**config.mk**
```make
export PLATFORM = sky130hd
export DESIGN_NAME = gray_pixel_packer
export DESIGN_NICKNAME = d
export VERILOG_FILES = /design/src/rtl/gray_pkg.sv /design/src/rtl/gray_word_fifo.sv /design/src/rtl/gray_pixel_packer.sv
export SDC_FILE = /design/constraint.sdc
export NUM_CORES = 1
export LEC_CHECK = 0
export CAP_MARGIN = 10
export CORE_MARGIN = 4
export CORE_UTILIZATION = 55
export DETAILED_ROUTE_END_ITERATION = 12
export PLACE_DENSITY = 0.77
export SLEW_MARGIN = 10
export SYNTH_ARGS = -nofsm -noshare
export SYNTH_HDL_FRONTEND = slang
export SYNTH_SLANG_ARGS = --single-unit
```
**constraint.sdc**
```tcl
create_clock -name clk -period 3.84 [get_ports clk]
set_clock_uncertainty 0.05 [all_clocks]
set_input_delay 0.96 -clock clk [delete_from_list [all_inputs] [get_ports clk]]
set_output_delay 0.96 -clock clk [all_outputs]
set_load 0.05 [all_outputs]
```
**src/rtl/gray_pkg.sv**
```systemverilog
// rtl/gray_pkg.sv - shared widths, FIFO entry layout and keep-mask helper
package gray_pkg;
  localparam int PIX_W  = 8;
  localparam int WORD_W = 32;
  localparam int LANES  = 4;

  // FIFO entry is {last, keep, data}
  localparam int DATA_LSB = 0;
  localparam int KEEP_LSB = WORD_W;
  localparam int LAST_BIT = WORD_W + LANES;
  localparam int ENTRY_W  = WORD_W + LANES + 1;

  typedef struct packed {
    logic              last;
    logic [LANES-1:0]  keep;
    logic [WORD_W-1:0] data;
  } fifo_entry_t;

  function automatic logic [LANES-1:0] keep_mask(input logic [2:0] filled);
    logic [LANES-1:0] m;
    m = '0;
    for (int i = 0; i < LANES; i++) begin
      if (i < int'(filled)) m[i] = 1'b1;
    end
    return m;
  endfunction
endpackage

```
**src/rtl/gray_word_fifo.sv**
```systemverilog
// rtl/gray_word_fifo.sv - synchronous FIFO with registered count
// A push into a full FIFO is accepted only when a pop frees a slot in the same cycle.
module gray_word_fifo
  import gray_pkg::*;
#(
  parameter int WIDTH = ENTRY_W,
  parameter int DEPTH = 4
) (
  input  logic             clk,
  input  logic             rst,
  input  logic             push,
  input  logic [WIDTH-1:0] push_data,
  input  logic             pop,
  output logic [WIDTH-1:0] pop_data,
  output logic             full,
  output logic             empty
);
  localparam int AW = (DEPTH > 1) ? $clog2(DEPTH) : 1;

  logic [WIDTH-1:0] mem [DEPTH];
  logic [AW-1:0]    wptr;
  logic [AW-1:0]    rptr;
  logic [AW:0]      count;
  logic             do_push;
  logic             do_pop;

  assign full     = (count == (AW+1)'(DEPTH));
  assign empty    = (count == '0);
  assign do_pop   = pop && !empty;
  assign do_push  = push && (!full || do_pop);
  assign pop_data = mem[rptr];

  always_ff @(posedge clk) begin
    if (rst) begin
      wptr  <= '0;
      rptr  <= '0;
      count <= '0;
    end else begin
      if (do_push) wptr <= wptr + 1'b1;
      if (do_pop)  rptr <= rptr + 1'b1;
      case ({do_push, do_pop})
        2'b10:   count <= count + 1'b1;
        2'b01:   count <= count - 1'b1;
        default: count <= count;
      endcase
    end
  end

  always_ff @(posedge clk) begin
    if (do_push) mem[wptr] <= push_data;
  end
endmodule

```
**src/rtl/gray_pixel_packer.sv**
```systemverilog
// rtl/gray_pixel_packer.sv - rounds/saturates gray values to bytes and packs four per word
// The converter upstream cannot stall, so words that find the FIFO full are dropped and flagged.
module gray_pixel_packer
  import gray_pkg::*;
#(
  parameter int FRAC_BITS  = 16,
  parameter int FIFO_DEPTH = 4
) (
  input  logic        clk,
  input  logic        rst,
  input  logic        in_valid,
  input  logic [31:0] gray_in,
  input  logic        flush,
  output logic        out_valid,
  input  logic        out_ready,
  output logic [31:0] out_data,
  output logic [3:0]  out_keep,
  output logic        out_last,
  output logic        overflow
);
  localparam logic [32:0] HALF = 33'd1 << (FRAC_BITS - 1);

  logic [32:0]        rounded;
  logic [32:0]        scaled;
  logic [PIX_W-1:0]   pix_sat;

  logic               s1_valid;
  logic [PIX_W-1:0]   s1_pix;
  logic               flush_q;

  logic [1:0]         lane;
  logic [WORD_W-1:0]  pack;
  logic [WORD_W-1:0]  pack_next;
  logic [2:0]         filled;
  logic               push;
  fifo_entry_t        entry;

  logic [ENTRY_W-1:0] head;
  logic               fifo_full;
  logic               fifo_empty;
  logic               pop;

  // 33-bit sum keeps the rounding carry of a near-max input
  always_comb begin
    rounded = {1'b0, gray_in} + HALF;
    scaled  = rounded >> FRAC_BITS;
    pix_sat = (scaled > 33'd255) ? 8'hFF : scaled[PIX_W-1:0];
  end

  always_ff @(posedge clk) begin
    if (rst) begin
      s1_valid <= 1'b0;
      s1_pix   <= '0;
      flush_q  <= 1'b0;
    end else begin
      s1_valid <= in_valid;
      s1_pix   <= pix_sat;
      flush_q  <= flush;
    end
  end

  always_comb begin
    pack_next = pack;
    if (s1_valid) pack_next[lane*PIX_W +: PIX_W] = s1_pix;
    filled     = {1'b0, lane} + {2'b00, s1_valid};
    push       = (s1_valid && (lane == 2'd3)) || (flush_q && (filled != 3'd0));
    entry.data = pack_next;
    entry.keep = keep_mask(filled);
    entry.last = flush_q;
  end

  // A push restarts packing even when the word was dropped
  always_ff @(posedge clk) begin
    if (rst) begin
      lane <= '0;
      pack <= '0;
    end else if (push) begin
      lane <= '0;
      pack <= '0;
    end else if (s1_valid) begin
      lane <= lane + 1'b1;
      pack <= pack_next;
    end
  end

  gray_word_fifo #(
    .WIDTH (ENTRY_W),
    .DEPTH (FIFO_DEPTH)
  ) u_fifo (
    .clk       (clk),
    .rst       (rst),
    .push      (push),
    .push_data (entry),
    .pop       (pop),
    .pop_data  (head),
    .full      (fifo_full),
    .empty     (fifo_empty)
  );

  assign out_valid = !fifo_empty;
  assign pop       = out_valid && out_ready;
  assign out_data  = out_valid ? head[DATA_LSB +: WORD_W] : '0;
  assign out_keep  = out_valid ? head[KEEP_LSB +: LANES]  : '0;
  assign out_last  = out_valid ? head[LAST_BIT]           : 1'b0;

  always_ff @(posedge clk) begin
    if (rst) begin
      overflow <= 1'b0;
    end else if (push && fifo_full && !pop) begin
      overflow <= 1'b1;
    end
  end
endmodule

```
==> flow_summary.html <==
<table>
<tr><th>Metric</th><th>Value</th></tr>
<tr><th colspan="2">Routing</th></tr>
<tr><td>Total DRC errors in the routed layout</td><td>0</td></tr>
<tr><td>DRT antenna net count</td><td>0</td></tr>
<tr><td>Total wirelength of the detailed-routed design</td><td>15.0 mm</td></tr>
<tr><td>DR iter-0 viols</td><td>287</td></tr>
<tr><td>Via count normalized by instance count</td><td>5.78</td></tr>
<tr><td>Detailed-router iteration count before antenna repair</td><td>5</td></tr>
<tr><td>Routed via count</td><td>4483</td></tr>
<tr><td>Wire length per cell</td><td>19.4 um</td></tr>
<tr><th colspan="2">Yosys</th></tr>
<tr><td>Mapped cell area</td><td>8110 um2</td></tr>
<tr><td>Synth warnings</td><td>0</td></tr>
<tr><td>Commonest cells in the synthesized netlist</td><td>sky130_fd_sc_hd__edfxtp_1, sky130_fd_sc_hd__dfxtp_1, sky130_fd_sc_hd__and2_1</td></tr>
<tr><td>Biggest area contributors in the synthesized netlist</td><td>sky130_fd_sc_hd__edfxtp_1, sky130_fd_sc_hd__dfxtp_1, sky130_fd_sc_hd__mux4_2</td></tr>
<tr><td>Yosys cell types</td><td>39</td></tr>
<tr><td>Fraction of registers with async set or reset after synthesis</td><td>0%</td></tr>
<tr><td>Synthesized Nets</td><td>between 500 and 600</td></tr>
<tr><td>Post-synthesis average cell area</td><td>16.1 um2</td></tr>
<tr><td>Library cell with the largest summed area after synthesis</td><td>sky130_fd_sc_hd__edfxtp_1</td></tr>
<tr><td>Number of flops mapped to enable cells by yosys</td><td>roughly 150</td></tr>
<tr><td>Count of state elements after synthesis</td><td>just over 200</td></tr>
<tr><td>Count leader, synth</td><td>sky130_fd_sc_hd__edfxtp_1</td></tr>
<tr><td>Share of synthesized area occupied by flip-flops and latches</td><td>68.1%</td></tr>
<tr><td>Number of instances in the synthesized netlist</td><td>about 500</td></tr>
<tr><td>Top-area cell type share of the netlist area</td><td>54.8%</td></tr>
<tr><td>Post-synth top flop</td><td>sky130_fd_sc_hd__edfxtp_1</td></tr>
<tr><th colspan="2">Finish</th></tr>
<tr><td>Area growth, synth to finish</td><td>16.6%</td></tr>
<tr><td>Total area of multi-input combinational cells</td><td>2440 um2</td></tr>
<tr><td>Share of post-route cells with drive strength above 1</td><td>21.0%</td></tr>
<tr><td>N_diodes</td><td>0</td></tr>
<tr><td>Storage element area</td><td>roughly 5500 um2</td></tr>
<tr><td>Utilization after layout</td><td>65.3%</td></tr>
<tr><td>Number of nets in the final layout</td><td>631</td></tr>
<tr><td>Number of fill cells</td><td>1007</td></tr>
<tr><th colspan="2">Clock tree</th></tr>
<tr><td>TritonCTS clock tree</td><td>done</td></tr>
<tr><td>Clock transition at path regs</td><td>60 ps</td></tr>
<tr><td>Maximum level of the CTS H-tree</td><td>1</td></tr>
<tr><td>Library cell used as clock root buffer</td><td>sky130_fd_sc_hd__clkbuf_16</td></tr>
<tr><td>TritonCTS Buffers</td><td>19</td></tr>
<tr><td>Clock latency of the later-clocked register in the worst-skew pair</td><td>roughly 470 ps</td></tr>
<tr><td>Resized Gates After CTS</td><td>0</td></tr>
<tr><td>Max Root-Sink Buffers</td><td>3</td></tr>
<tr><td>Hold bufs inserted after CTS</td><td>0</td></tr>
<tr><td>Number of post-CTS setup repair buffers</td><td>0</td></tr>
<tr><td>Clock Sink Count</td><td>202</td></tr>
<tr><th colspan="2">Place</th></tr>
<tr><td>HPWL after detailed placement</td><td>9.48 mm</td></tr>
<tr><td>IO Port Bufs</td><td>60</td></tr>
<tr><td>GPL Wtd Cong</td><td>0.874</td></tr>
<tr><th colspan="2">Setup path</th></tr>
<tr><td>CP bufs+invs</td><td>1</td></tr>
<tr><td>Crit-path slowest cell</td><td>sky130_fd_sc_hd__clkdlybuf4s50_1</td></tr>
<tr><td>Critical Path RT</td><td>about 2800 ps</td></tr>
<tr><td>Critical path's top delay family</td><td>buffers and inverters</td></tr>
<tr><td>Number of cells on the worst reg-to-reg path</td><td>12</td></tr>
<tr><td>Category of the most critical setup path</td><td>register to output port</td></tr>
<tr><td>Signal arrival time at the worst endpoint</td><td>2400 ps</td></tr>
<tr><td>Launching element type of the critical path</td><td>register</td></tr>
<tr><td>Number of stages on the worst setup path</td><td>2</td></tr>
<tr><td>Critical path, cell by cell</td><td>or3_1, clkdlybuf4s50_1</td></tr>
<tr><td>Critical Path End Type</td><td>output port</td></tr>
<tr><td>Worst-path fanout max</td><td>19</td></tr>
<tr><td>Highest cell delay on the worst timing path</td><td>940 ps</td></tr>
<tr><th colspan="2">Global routing</th></tr>
<tr><td>Overall Global Routing Usage</td><td>18.9%</td></tr>
<tr><td>Most used routing layer in global routing</td><td>met2</td></tr>
<tr><td>GR met1 Demand/Resource</td><td>24.6%</td></tr>
<tr><td>Sum of overflow across all layers after global routing</td><td>0</td></tr>
<tr><td>Largest net degree at the start of global routing</td><td>35</td></tr>
<tr><td>Met3 Usage GRT</td><td>2.68%</td></tr>
<tr><td>Global routing usage on met2</td><td>33.5%</td></tr>
<tr><td>Antenna violations before repair</td><td>0</td></tr>
<tr><td>Wire length of the first global-routing pass</td><td>around 24 mm</td></tr>
<tr><td>Number of global-route vias before repair</td><td>4654</td></tr>
<tr><th colspan="2">Power</th></tr>
<tr><td>Net switching fraction of the power</td><td>29.9%</td></tr>
<tr><td>Reported net switching power</td><td>between 1.5 and 2 mW</td></tr>
<tr><td>Maximum ir drop on the vdd rail</td><td>between 200 and 300 uV</td></tr>
<tr><td>Comb power frac</td><td>25.8%</td></tr>
<tr><td>Part of the power in the clock network</td><td>31.1%</td></tr>
<tr><td>Cell Int Power</td><td>~3.9 mW</td></tr>
<tr><td>Power per cell area</td><td>594 nW/um2</td></tr>
<tr><td>Static leakage</td><td>3.16 nW</td></tr>
<tr><td>Sequential cell fraction of total power</td><td>43.1%</td></tr>
<tr><th colspan="2">STA</th></tr>
<tr><td>Min Clock Period, post-route</td><td>3410 ps</td></tr>
<tr><td>Final-report hold violation count</td><td>0</td></tr>
<tr><td>Final setup violating endpoints</td><td>0</td></tr>
<tr><td>Transition time at the pin with the least slew margin</td><td>802 ps</td></tr>
<tr><td>Post-route setup TNS</td><td>0 ps</td></tr>
<tr><td>Ratio of final minimum period to clock period</td><td>88.7%</td></tr>
<tr><td>Setup repair after global routing missed its margin</td><td>no</td></tr>
<tr><td>Fmax</td><td>0.293 GHz</td></tr>
<tr><td>Number of max-slew violations in the final report</td><td>0</td></tr>
<tr><td>Max-slew headroom</td><td>46.4%</td></tr>
<tr><th colspan="2">Die</th></tr>
<tr><td>Area enclosed by the die boundary</td><td>16800 um2</td></tr>
<tr><td>Initial core utilization</td><td>56.0%</td></tr>
<tr><td>Core region area</td><td>about 14000 um2</td></tr>
<tr><td>Number of ports placed on the die boundary</td><td>76</td></tr>
<tr><td>X dimension of the die</td><td>129 um</td></tr>
<tr><td>Cell Rows</td><td>44</td></tr>
<tr><td>Die boundary height</td><td>roughly 130 um</td></tr>
<tr><th colspan="2">Hold path</th></tr>
<tr><td>Cell depth of the worst hold path</td><td>2</td></tr>
<tr><td>Hold crit path type</td><td>register to register</td></tr>
<tr><th colspan="2">Run status</th></tr>
<tr><td>Outcome</td><td>finished clean</td></tr>
<tr><th colspan="2">Run</th></tr>
<tr><td>Max-cap check violation count</td><td>0</td></tr>
</table>
[worst register-to-register path: stages (launching register included)]
cell,delay [ps]
sky130_fd_sc_hd__dfxtp_1,500
sky130_fd_sc_hd__ha_1,250
sky130_fd_sc_hd__inv_1,50
sky130_fd_sc_hd__ha_1,310
sky130_fd_sc_hd__o31ai_1,420
sky130_fd_sc_hd__a21oi_1,280
sky130_fd_sc_hd__inv_1,130
sky130_fd_sc_hd__ha_1,190
sky130_fd_sc_hd__inv_1,60
sky130_fd_sc_hd__fa_1,370
sky130_fd_sc_hd__xor2_1,150
sky130_fd_sc_hd__or3_1,310
sky130_fd_sc_hd__a21oi_1,150
[cell usage in the layout (no fill, tap or decap), types with 2 or more instances in the layout]
master                              n
sky130_fd_sc_hd__a21oi_1            7
sky130_fd_sc_hd__a22o_1            32
sky130_fd_sc_hd__a31oi_1            9
sky130_fd_sc_hd__and2_1            42
sky130_fd_sc_hd__and3_1             3
sky130_fd_sc_hd__and4_2             2
sky130_fd_sc_hd__buf_4             53
sky130_fd_sc_hd__clkbuf_1           8
sky130_fd_sc_hd__clkbuf_16         19
sky130_fd_sc_hd__clkbuf_8           3
sky130_fd_sc_hd__clkdlybuf4s50_1   23
sky130_fd_sc_hd__dfxtp_1           53
sky130_fd_sc_hd__edfxtp_1         148
sky130_fd_sc_hd__ha_1              14
sky130_fd_sc_hd__inv_1             14
sky130_fd_sc_hd__mux2i_1            2
sky130_fd_sc_hd__mux4_2            37
sky130_fd_sc_hd__nand2_1           10
sky130_fd_sc_hd__nand3_1            5
sky130_fd_sc_hd__nand4_1            7
sky130_fd_sc_hd__nor2_1            23
sky130_fd_sc_hd__nor2b_1           35
sky130_fd_sc_hd__nor3_1             2
sky130_fd_sc_hd__nor4_1             5
sky130_fd_sc_hd__o21ai_0            3
sky130_fd_sc_hd__o31ai_1            2
sky130_fd_sc_hd__or3_1              3
sky130_fd_sc_hd__xnor2_1            7
sky130_fd_sc_hd__xor2_1             4
[logic make-up after synthesis]
logic type	after synthesis	share of synthesized area, %
AOI/OAI and AO/OA	57	5.54
xor gates and xnor gates	11	1.19
adders and majority gates	15	2.41
buffers and inverters	36	1.84
DFF	202	68.1
muxes	39	10.5
and+or+nand+nor	144	10.4
[worst paths after layout]
| path | slack [ps] | endpoint | start |
|---|---|---|---|
| max reg2reg | 560 | u_fifo.count[2]$_SDFFE_PP0P_ | lane[0]$_SDFFE_PP0P_ |
| max | 430 | out_valid | u_fifo.count[0]$_SDFFE_PP0P_ |
| min reg2reg | 420 | overflow$_SDFFE_PP0P_ | overflow$_SDFFE_PP0P_ |
| min | 420 | overflow$_SDFFE_PP0P_ | overflow$_SDFFE_PP0P_ |
[registers in the layout, summed over array words and instances (netlist names), named ones only]
signal,flops
u_fifo.wptr,2
overflow,1
lane,2
s1_pix,8
flush_q,1
u_fifo.count,3
u_fifo.mem,148
s1_valid,1
pack,32
u_fifo.rptr,2
[routing by layer]
layer	routed length [um]	vias to the layer above	share of wire [%]
met5	0	-	0
met4	180	0	1.2
met3	884	15	5.9
met2	8060	131	54
met1	5910	2257	39
li1	-	2080	-
[power groups by stage]
stage | Clock [mW] | Sequential [mW] | Combinational (mW)
after floorplan | 0 | 2.45 | 1.07
after global placement | 0 | 2.47 | 1.46
after detailed placement | 0 | 2.47 | 1.47
after CTS | 1.79 | 2.42 | 1.47
after global routing | 1.88 | 2.43 | 1.54
final | 1.75 | 2.42 | 1.45
[stage by stage]
step | hold slack (ps) | setup WS [ps] | power (mW) | instances | instance area (um2)
finish | 424 | 432 | 5.62 | 775 | 9460
detailed placement | 420 | 333 | 3.93 | 742 | 8880
CTS | 430 | 403 | 5.68 | 775 | 9460
floorplan | 410 | 1020 | 3.52 | 504 | 8110
global placement | 412 | 428 | 3.92 | 742 | 8880
global route | 478 | 289 | 5.85 | 775 | 9460
[cell type report]
class | count | share of cell area (%)
Sequential cell | 202 | 58.4
Multi-Input combinational cell | 266 | 25.8
Timing Repair Buffer | 76 | 6.64
Clock buffer | 30 | 5.78
Tap cell | 184 | 2.43
Inverter | 14 | 0.555
Clock inverter | 3 | 0.410
No activity file was read; power rests on OpenSTA's default activity.
